===== src/rtl/calc_op_sequencer_pkg.sv =====
// Shared definitions for the calculator sequencer: opcodes, FSM encoding, default width.
package calc_pkg;

    localparam int CALC_WIDTH = 4;

    localparam logic [1:0] OP_ADD = 2'b00;
    localparam logic [1:0] OP_SUB = 2'b01;
    localparam logic [1:0] OP_MUL = 2'b10;
    localparam logic [1:0] OP_DIV = 2'b11;

    typedef enum logic [1:0] {
        S_IDLE = 2'b00,
        S_RUN  = 2'b01,
        S_FIN  = 2'b10
    } state_e;

endpackage


===== src/rtl/calc_op_sequencer_if.sv =====
// Request/result bundle between the operand registers and the sequencer.
interface calc_op_sequencer_if #(
    parameter int WIDTH = calc_pkg::CALC_WIDTH
);
    logic               start;
    logic [1:0]         opcode;
    logic [WIDTH-1:0]   operand_a;
    logic [WIDTH-1:0]   operand_b;
    logic [2*WIDTH-1:0] result;
    logic               negative;
    logic               error;
    logic               busy;
    logic               done;

    modport master (
        output start, opcode, operand_a, operand_b,
        input  result, negative, error, busy, done
    );

    modport slave (
        input  start, opcode, operand_a, operand_b,
        output result, negative, error, busy, done
    );
endinterface


===== src/rtl/calc_op_sequencer_iter_unit.sv =====
// Iterative datapath: shift-add multiply and restoring divide sharing one 2*WIDTH register.
// For divide the register holds {remainder, quotient/dividend} and shifts left each step.
module calc_iter_unit #(
    parameter int WIDTH = 4,
    parameter int CW    = (WIDTH > 1) ? $clog2(WIDTH) : 1
) (
    input  logic               clk,
    input  logic               rst,
    input  logic               load,
    input  logic               step_en,
    input  logic               op_div,
    input  logic [CW-1:0]      count,
    input  logic [WIDTH-1:0]   a_in,
    input  logic [WIDTH-1:0]   b_in,
    output logic [WIDTH-1:0]   a_out,
    output logic [WIDTH-1:0]   b_out,
    output logic [2*WIDTH-1:0] acc_nxt
);

    logic [WIDTH-1:0]   a_q, a_d;
    logic [WIDTH-1:0]   b_q, b_d;
    logic [2*WIDTH-1:0] acc_q, acc_d;

    logic [2*WIDTH-1:0] addend;
    logic [WIDTH:0]     trial;
    logic [WIDTH:0]     diff;
    logic               ge;

    always_comb begin
        addend = (2*WIDTH)'(a_q) << count;
        // Remainder stays below the divisor, so its doubled value plus the next bit fits WIDTH+1 bits.
        trial  = acc_q[2*WIDTH-1:WIDTH-1];
        diff   = trial - {1'b0, b_q};
        ge     = (trial >= {1'b0, b_q});

        acc_nxt = acc_q;
        if (op_div) begin
            acc_nxt = {(ge ? diff[WIDTH-1:0] : trial[WIDTH-1:0]), acc_q[WIDTH-2:0], ge};
        end else if (b_q[count]) begin
            acc_nxt = acc_q + addend;
        end
    end

    always_comb begin
        a_d   = a_q;
        b_d   = b_q;
        acc_d = acc_q;
        if (load) begin
            a_d   = a_in;
            b_d   = b_in;
            acc_d = op_div ? {{WIDTH{1'b0}}, a_in} : '0;
        end else if (step_en) begin
            acc_d = acc_nxt;
        end
    end

    always_ff @(posedge clk) begin
        if (rst) begin
            a_q   <= '0;
            b_q   <= '0;
            acc_q <= '0;
        end else begin
            a_q   <= a_d;
            b_q   <= b_d;
            acc_q <= acc_d;
        end
    end

    assign a_out = a_q;
    assign b_out = b_q;

endmodule


===== src/rtl/calc_op_sequencer.sv =====
// Calculator op sequencer: accepts an op on start, runs it (1 cycle or WIDTH cycles),
// then presents registered result with a one-cycle done pulse.
module calc_op_sequencer
    import calc_pkg::*;
#(
    parameter int WIDTH = CALC_WIDTH
) (
    input  logic                 clk,
    input  logic                 rst,
    calc_op_sequencer_if.slave   bus
);

    localparam int CW = (WIDTH > 1) ? $clog2(WIDTH) : 1;
    localparam logic [CW-1:0] LAST = CW'(WIDTH - 1);

    state_e             state_q, state_d;
    logic [1:0]         op_q, op_d;
    logic [CW-1:0]      count_q, count_d;
    logic [2*WIDTH-1:0] result_q, result_d;
    logic               negative_q, negative_d;
    logic               error_q, error_d;
    logic               done_q, done_d;

    logic               load;
    logic               step_en;
    logic               op_div_sel;
    logic [WIDTH-1:0]   a_r, b_r;
    logic [2*WIDTH-1:0] acc_nxt;

    // While loading, the datapath must see the incoming opcode to seed its register.
    assign op_div_sel = load ? (bus.opcode == OP_DIV) : (op_q == OP_DIV);

    calc_iter_unit #(.WIDTH(WIDTH), .CW(CW)) u_iter (
        .clk     (clk),
        .rst     (rst),
        .load    (load),
        .step_en (step_en),
        .op_div  (op_div_sel),
        .count   (count_q),
        .a_in    (bus.operand_a),
        .b_in    (bus.operand_b),
        .a_out   (a_r),
        .b_out   (b_r),
        .acc_nxt (acc_nxt)
    );

    always_comb begin
        state_d    = state_q;
        op_d       = op_q;
        count_d    = count_q;
        result_d   = result_q;
        negative_d = negative_q;
        error_d    = error_q;
        done_d     = 1'b0;
        load       = 1'b0;
        step_en    = 1'b0;

        unique case (state_q)
            S_IDLE: begin
                if (bus.start) begin
                    load       = 1'b1;
                    op_d       = bus.opcode;
                    count_d    = '0;
                    negative_d = 1'b0;
                    error_d    = 1'b0;
                    state_d    = S_RUN;
                end
            end

            S_RUN: begin
                unique case (op_q)
                    OP_ADD: begin
                        result_d = (2*WIDTH)'(a_r) + (2*WIDTH)'(b_r);
                        done_d   = 1'b1;
                        state_d  = S_FIN;
                    end
                    OP_SUB: begin
                        // Modular 2*WIDTH subtraction yields the sign-extended difference directly.
                        result_d   = (2*WIDTH)'(a_r) - (2*WIDTH)'(b_r);
                        negative_d = (a_r < b_r);
                        done_d     = 1'b1;
                        state_d    = S_FIN;
                    end
                    default: begin
                        if (op_q == OP_DIV && b_r == '0) begin
                            error_d  = 1'b1;
                            result_d = '1;
                            done_d   = 1'b1;
                            state_d  = S_FIN;
                        end else begin
                            step_en = 1'b1;
                            if (count_q == LAST) begin
                                result_d = acc_nxt;
                                done_d   = 1'b1;
                                state_d  = S_FIN;
                            end else begin
                                count_d = count_q + 1'b1;
                            end
                        end
                    end
                endcase
            end

            S_FIN: begin
                state_d = S_IDLE;
            end

            default: begin
                state_d = S_IDLE;
            end
        endcase
    end

    always_ff @(posedge clk) begin
        if (rst) begin
            state_q    <= S_IDLE;
            op_q       <= OP_ADD;
            count_q    <= '0;
            result_q   <= '0;
            negative_q <= 1'b0;
            error_q    <= 1'b0;
            done_q     <= 1'b0;
        end else begin
            state_q    <= state_d;
            op_q       <= op_d;
            count_q    <= count_d;
            result_q   <= result_d;
            negative_q <= negative_d;
            error_q    <= error_d;
            done_q     <= done_d;
        end
    end

    assign bus.result   = result_q;
    assign bus.negative = negative_q;
    assign bus.error    = error_q;
    assign bus.busy     = (state_q != S_IDLE);
    assign bus.done     = done_q;

endmodule


===== src/flat_wrapper.sv =====
// flat-port wrapper written by rule: the top's interface ports become plain ports
module calc_op_sequencer_flat import calc_pkg::*;
#(
    parameter int WIDTH = CALC_WIDTH
)
  (clk, rst, bus_start, bus_opcode, bus_operand_a, bus_operand_b, bus_result, bus_negative, bus_error, bus_busy, bus_done);
  calc_op_sequencer_if #(.WIDTH(WIDTH)) bus_i ();
  input  logic clk;
  input  logic rst;
  input wire logic [$bits(bus_i.start)-1:0] bus_start;
  input wire logic [$bits(bus_i.opcode)-1:0] bus_opcode;
  input wire logic [$bits(bus_i.operand_a)-1:0] bus_operand_a;
  input wire logic [$bits(bus_i.operand_b)-1:0] bus_operand_b;
  output wire logic [$bits(bus_i.result)-1:0] bus_result;
  output wire logic [$bits(bus_i.negative)-1:0] bus_negative;
  output wire logic [$bits(bus_i.error)-1:0] bus_error;
  output wire logic [$bits(bus_i.busy)-1:0] bus_busy;
  output wire logic [$bits(bus_i.done)-1:0] bus_done;
  assign bus_i.start = bus_start;
  assign bus_i.opcode = bus_opcode;
  assign bus_i.operand_a = bus_operand_a;
  assign bus_i.operand_b = bus_operand_b;
  assign bus_result = bus_i.result;
  assign bus_negative = bus_i.negative;
  assign bus_error = bus_i.error;
  assign bus_busy = bus_i.busy;
  assign bus_done = bus_i.done;
  calc_op_sequencer #(.WIDTH(WIDTH)) u_core (.clk(clk), .rst(rst), .bus(bus_i));
endmodule

===== config.mk =====
export PLATFORM = sky130hd
export DESIGN_NAME = calc_op_sequencer_flat
export DESIGN_NICKNAME = d
export VERILOG_FILES = /design/src/rtl/calc_op_sequencer_pkg.sv /design/src/rtl/calc_op_sequencer_if.sv /design/src/rtl/calc_op_sequencer_iter_unit.sv /design/src/rtl/calc_op_sequencer.sv /design/src/flat_wrapper.sv
export SDC_FILE = /design/constraint.sdc
export NUM_CORES = 1
export LEC_CHECK = 0
export CORE_ASPECT_RATIO = 1.4
export CORE_MARGIN = 2
export CORE_UTILIZATION = 57
export DETAILED_ROUTE_END_ITERATION = 10
export PLACE_DENSITY = 0.8
export SLEW_MARGIN = 0
export SYNTH_ARGS = -nofsm -noshare
export SYNTH_HDL_FRONTEND = slang
export SYNTH_SLANG_ARGS = --single-unit

===== constraint.sdc =====
create_clock -name clk -period 3.23 [get_ports clk]
set_clock_uncertainty 0.2 [all_clocks]
set_input_delay 0.646 -clock clk [delete_from_list [all_inputs] [get_ports clk]]
set_output_delay 0.646 -clock clk [all_outputs]
set_load 0.005 [all_outputs]

## Yosys cells after proc, flatten, opt, wreduce, memory -nomap -nowiden

Index checks and enable logic that the tools add are counted.

- $add $sub $neg: 5
- $mul: 0
- Divide/modulo/power cells: 0
- Magnitude comparators: 3
- Equality and inequality tests: 12
- Shift-type cells: 1
- Multiplexer cells: 36
- Bitwise logic cells: 1
- Reductions and logical operators: 16

Operators by type and width:

| operator | number |
|---|---|
| $mux W8 | 6 |
| $mux W2 | 8 |
| $pmux W8 S2 | 1 |
| $mux W1 | 14 |
| $add A8 B8 Y8 | 1 |
| $mux W4 | 2 |
| $ne A2 B2 Y1 const B | 4 |
| $pmux W2 S2 | 2 |
| $shl A4 B2 Y8 | 1 |
| $eq A2 B2 Y1 const B | 3 |
| $reduce_and A2 Y1 | 3 |
| $reduce_bool A2 Y1 | 3 |
| $add A4 B4 Y5 | 1 |
| $ge A5 B4 Y1 | 1 |
| $reduce_and A5 Y1 | 1 |
| $sub A4 B4 Y5 | 1 |
| $eq A2 B1 Y1 const B | 2 |
| $logic_not A2 Y1 | 2 |
| $logic_not A4 Y1 | 1 |
| $lt A4 B4 Y1 | 1 |
| $ne A2 B1 Y1 const B | 2 |
| $ne A4 B2 Y1 const B | 1 |
| $pmux W1 S2 | 2 |
| $reduce_and A4 Y1 | 1 |
| other kinds (9) | 10 |

- Register bits after elaboration: 33
- Latch bits: 0
- Memory bits (writable): 0
- Bits in read-only memories: 0
- Input port bits: 13
- Output and inout bits: 12
- Logic and storage cells: 84
- Memories: 0

## Longest topological paths before layout

- Word-level depth: 7
- Depth in mapped cells: 11
- Mapped depth without buffers: 11

## Modules after synthesis

From an unflattened synthesis, not the netlist that was laid out.

- Cell total of the unflattened synthesis: 303
- Area total of the unflattened synthesis: 2496.1 sq um

By module, submodules not included:

| module | instances | cells each | area each (sq um) | seq. area each (sq um) |
|---|---|---|---|---|
| calc_iter_unit | 1 | 177 | 1435.1 | 320.3 |
| calc_op_sequencer | 1 | 126 | 1061.0 | 340.3 |

## Worst setup path before layout

OpenSTA, ideal clock, no wires.

- Path type: flip-flop to flip-flop
- From: reg u_core.count_q[1]
- To: reg u_core.u_iter.acc_q[5]
- Setup time: 0.087 ns
- Arrival: 2.403 ns
- Data required time: 2.943 ns
- Path slack: 0.539 ns
- Cell stages (with the launch flop): 12
- Buffers on the path: 1
- Period minus slack after synthesis: 2.691 ns
- Cell sequence: dfxtp_1 buf_2 mux2_2 nor2_1 a21oi_1 ha_1 a21o_1 a21o_1 o21a_1 o311ai_0 o21ai_0 o31ai_1

- Word-level cells in the longest chain between the ends: 6
- Elaborated cells on any way between the ends: 8
- Classes of those cells: 1 x add/sub; 1 x shift; 6 x mux

RTL lines:

| what | line | source |
|---|---|---|
| from (decl) | calc_op_sequencer.sv:18 | `logic [CW-1:0] count_q, count_d;` |
| from (signal assigned) | calc_op_sequencer.sv:126 | `count_q <= count_d;` |
| $shl A4 B2 Y8 or $bmux W1 S2 (tied branches) | calc_op_sequencer_iter_unit.sv:30, calc_op_sequencer_iter_unit.sv:39 |  |
| $add A8 B8 Y8 or $mux W1 (tied branches) | calc_op_sequencer_iter_unit.sv:40, calc_op_sequencer_iter_unit.sv:39 |  |
| $mux W8 * | calc_op_sequencer_iter_unit.sv:39 | `end else if (b_q[count]) begin` |
| $mux W8 * | calc_op_sequencer_iter_unit.sv:37 | `if (op_div) begin` |
| $mux W8 * | calc_op_sequencer_iter_unit.sv:52 | `end else if (step_en) begin` |
| $mux W8 * | calc_op_sequencer_iter_unit.sv:48 | `if (load) begin` |
| to (signal assigned) | calc_op_sequencer_iter_unit.sv:61 | `acc_q <= '0;` |
| to (signal assigned) | calc_op_sequencer_iter_unit.sv:65 | `acc_q <= acc_d;` |
| to (decl) | calc_op_sequencer_iter_unit.sv:22 | `logic [2*WIDTH-1:0] acc_q, acc_d;` |

Every way passes the cells marked *; elsewhere a longest branch is shown, timed or not. The select of a mux whose other input is x is not followed.
A chain may end at the register's enable or synchronous reset.

## Final worst setup path

- From: reg u_core.count_q[1]
- To: reg u_core.u_iter.acc_q[7]

The elaborated chain is that of the path after synthesis.

==> results.toml <==
[run_status]
status = "finished, final reports clean"

[sta]
timing.slew.headroom_pct = 50.7
tightestPinTransition_ns = 0.734
min_period_over_period_pct = 88.8
rsz0062_at_grt = "false"
max_freq_mhz = 349
hold_viol_final = 0
period_needed_ns = 2.87
drv_slew = 0
finalSetupTns_ns = 0
setup_viol = 0

[floorplan]
core-area_sq_mm = 0.00417
rows = 28
start_util_pct = 58.8
fp.dieArea_sq_mm = 0.00485
boundaryPins = 25
dieWidth_um = 59.4
die_h_um = 81.6

[placed_design]
dp_hpwl_um = 5000
dpl-instance-area_sq_mm = 0.00274
io_buffer_count = 24
globalplace.congestion = 0.963

[drt]
wire_per_inst_um = 16.8
routed.top_layer = "met4"
firstDrtPassIters = 4
wirelength_um = 6340
drt_iter0_drc = 106
wl_met1_um = 2480
wl_met3_um = 255
dr_wl_met2_um = 3330
antenna_left = 0
vias_per_cell = 6.20
vias = 2339
drc = 0

[clocking]
postCtsHoldBufs = 0
clk_path_buf_depth = 2
cts_tree = "done"
cts.repair.resized = 0
cts_sinks = 33
clock-root-buffer = "clkbuf_8"
clk_pin_slew_worst_paths_ns = 0.07
clk_latency_ns = 0.29
numCtsBuffers = 5
cts-htree-levels = 2
postCtsSetupRepairBufs = 0

[layout]
syn2layout_area_growth_pct = 16.5
nets = 368
diodes = 0
drive_above_1_share_pct = 8.13
post-route-cell-area_sq_mm = 0.00286

[logic_synthesis]
syn_nets = 344
yosysTopAreaCell = "dfxtp_1"
yosys-top-cells-count = "nand2_1 (42), dfxtp_1 (33), a21oi_1 (30), nor2_1 (23), ha_1 (20)"
synth_area_per_cell_sq_um = 7.98
yosys.cell_types.count = 54
netlist_area_sq_mm = 0.00245
synth_edf_count = 0
netlist_instances = 307
ys.flop_type = "dfxtp_1"
ys_warn_count = 0
yosysSeqAreaShare_pct = 27.0
synth.most_common_cell = "nand2_1"
synthTopCellsByArea = "dfxtp_1 (27%), ha_1 (10%), nand2_1 (6.4%)"
async_reset_ff_share_pct = 0
synth.top_cell.area_share_pct = 27.0
ys_ff_latch = 33

[grt]
grt_pass1_vias = 2321
antenna_found_initial = 0
grt_pass1_wl_um = 10500
grt_max_degree = 22
grt_overflow = 0
grtUsageTotal_pct = 28.7

[job]
cap_violations = 0

[worst_setup_path]
cp.required_ns = 3.23
critPathLaunchType = "flip-flop"
end_kind = "flip-flop"
worstSetupPathType = "flip-flop to flip-flop"
critPathArrivalTime_ns = 2.87
path_max_fanout = 6

[power]
ir_drop_mv = 0.372
cellPowerDensity_mw_per_mm2 = 397
leakage_nw = 1.15

[min_path]
hold_path_class = "flip-flop to flip-flop"
[through the flow]
step | hold slack, ns | power, mW | instances | util, % | setup slack [ns]
final | 0.255 | 1.13 | 377 | 68.5 | 0.361
after global routing | 0.282 | 1.19 | 377 | 68.5 | 0.0955
after CTS | 0.261 | 1.13 | 377 | 68.5 | 0.204
after detailed placement | 0.248 | 0.734 | 369 | 65.7 | 0.227
after global placement | 0.242 | 0.728 | 369 | 65.7 | 0.280
after floorplan | 0.248 | 0.640 | 307 | - | 0.539
[final timing paths]
| path | start | to | slack (ns) | depth (start not counted) |
|---|---|---|---|---|
| worst max-delay path | u_core.count_q[1] | u_core.u_iter.acc_q[7] | 0.36 | 10 |
| worst min-delay path | u_core.bus.error | u_core.bus.error | 0.25 | 2 |
| worst max register to register | u_core.count_q[1] | u_core.u_iter.acc_q[7] | 0.36 | 10 |
| worst min register to register | u_core.bus.error | u_core.bus.error | 0.25 | 2 |
[cell families after synthesis]
logic type	count (synthesis)	share of synthesized area [%]
flip-flops	33	27.0
AO/OA/AOI/OAI	92	25.0
AND/OR/NAND/NOR	109	21.5
adder cells (fa/ha/maj)	24	13.5
XOR/XNOR	6	2.14
buffers and inverters	30	5.00
multiplexers	13	5.92
[cells in the final DEF, fill, tap and decap left out, types with 6 or more instances in the layout]
| master | synthesis | routed |
|---|---|---|
| nand2_1 | 42 | 42 |
| clkdlybuf4s50_1 | 0 | 24 |
| o21a_1 | 6 | 6 |
| clkbuf_8 | 0 | 6 |
| a21oi_1 | 30 | 30 |
| nor2_1 | 23 | 23 |
| nor3_1 | 10 | 10 |
| buf_4 | 0 | 7 |
| o21ai_0 | 15 | 15 |
| ha_1 | 20 | 20 |
| a211oi_1 | 6 | 6 |
| inv_1 | 16 | 16 |
| dfxtp_1 | 33 | 31 |
| mux2i_1 | 10 | 10 |
[critical path: stages (launching register included)]
cell and delay [ns]:
dfxtp_1 0.42, mux2_2 0.37, nor2_1 0.08, a21oi_1 0.05, ha_1 0.36, a21o_1 0.21, a21o_1 0.20, o21a_1 0.21
o311ai_1 0.32, a21oi_1 0.16, o31ai_1 0.22
[state kept, by name (all words and copies together), names as in the netlist]
| name | cells |
|---|---|
| u_core.bus.result | 8 |
| u_core.u_iter.a_out | 4 |
| u_core.bus.error | 1 |
| u_core.bus.negative | 1 |
| u_core.op_q | 2 |
| u_core.count_q | 2 |
| u_core.u_iter.acc_q | 8 |
| u_core.state_q | 2 |
| u_core.u_iter.b_out | 4 |
| u_core.bus.done | 1 |
[layer usage]
| metal | track usage [%] | up-vias |
|---|---|---|
| li1 | - | 1152 |
| met1 | 31.2 | 1098 |
| met2 | 53.0 | 70 |
| met3 | 3.78 | 19 |
| met4 | 13.9 | 0 |
| met5 | 0 | - |
[final cells by class]
class / count / area (sq um)
clock buffers: 7 / 86.3
multi-input cells: 244 / 1670
fillers: 335 / 1310
clock inverters: 1 / 30.0
inverters: 16 / 60.1
flip-flops and latches: 33 / 663
repair buffers: 31 / 293
well taps: 45 / 56.3
[power by group]
part / leakage (nW) / internal [mW] / switching, mW / total, mW
registers: 0.270 / 0.430 / 0.0296 / 0.459
clock network: 0.0585 / 0.252 / 0.152 / 0.403
logic: 0.825 / 0.120 / 0.151 / 0.271
total: 1.15 / 0.801 / 0.333 / 1.13
(Power assumes the default switching activity.)
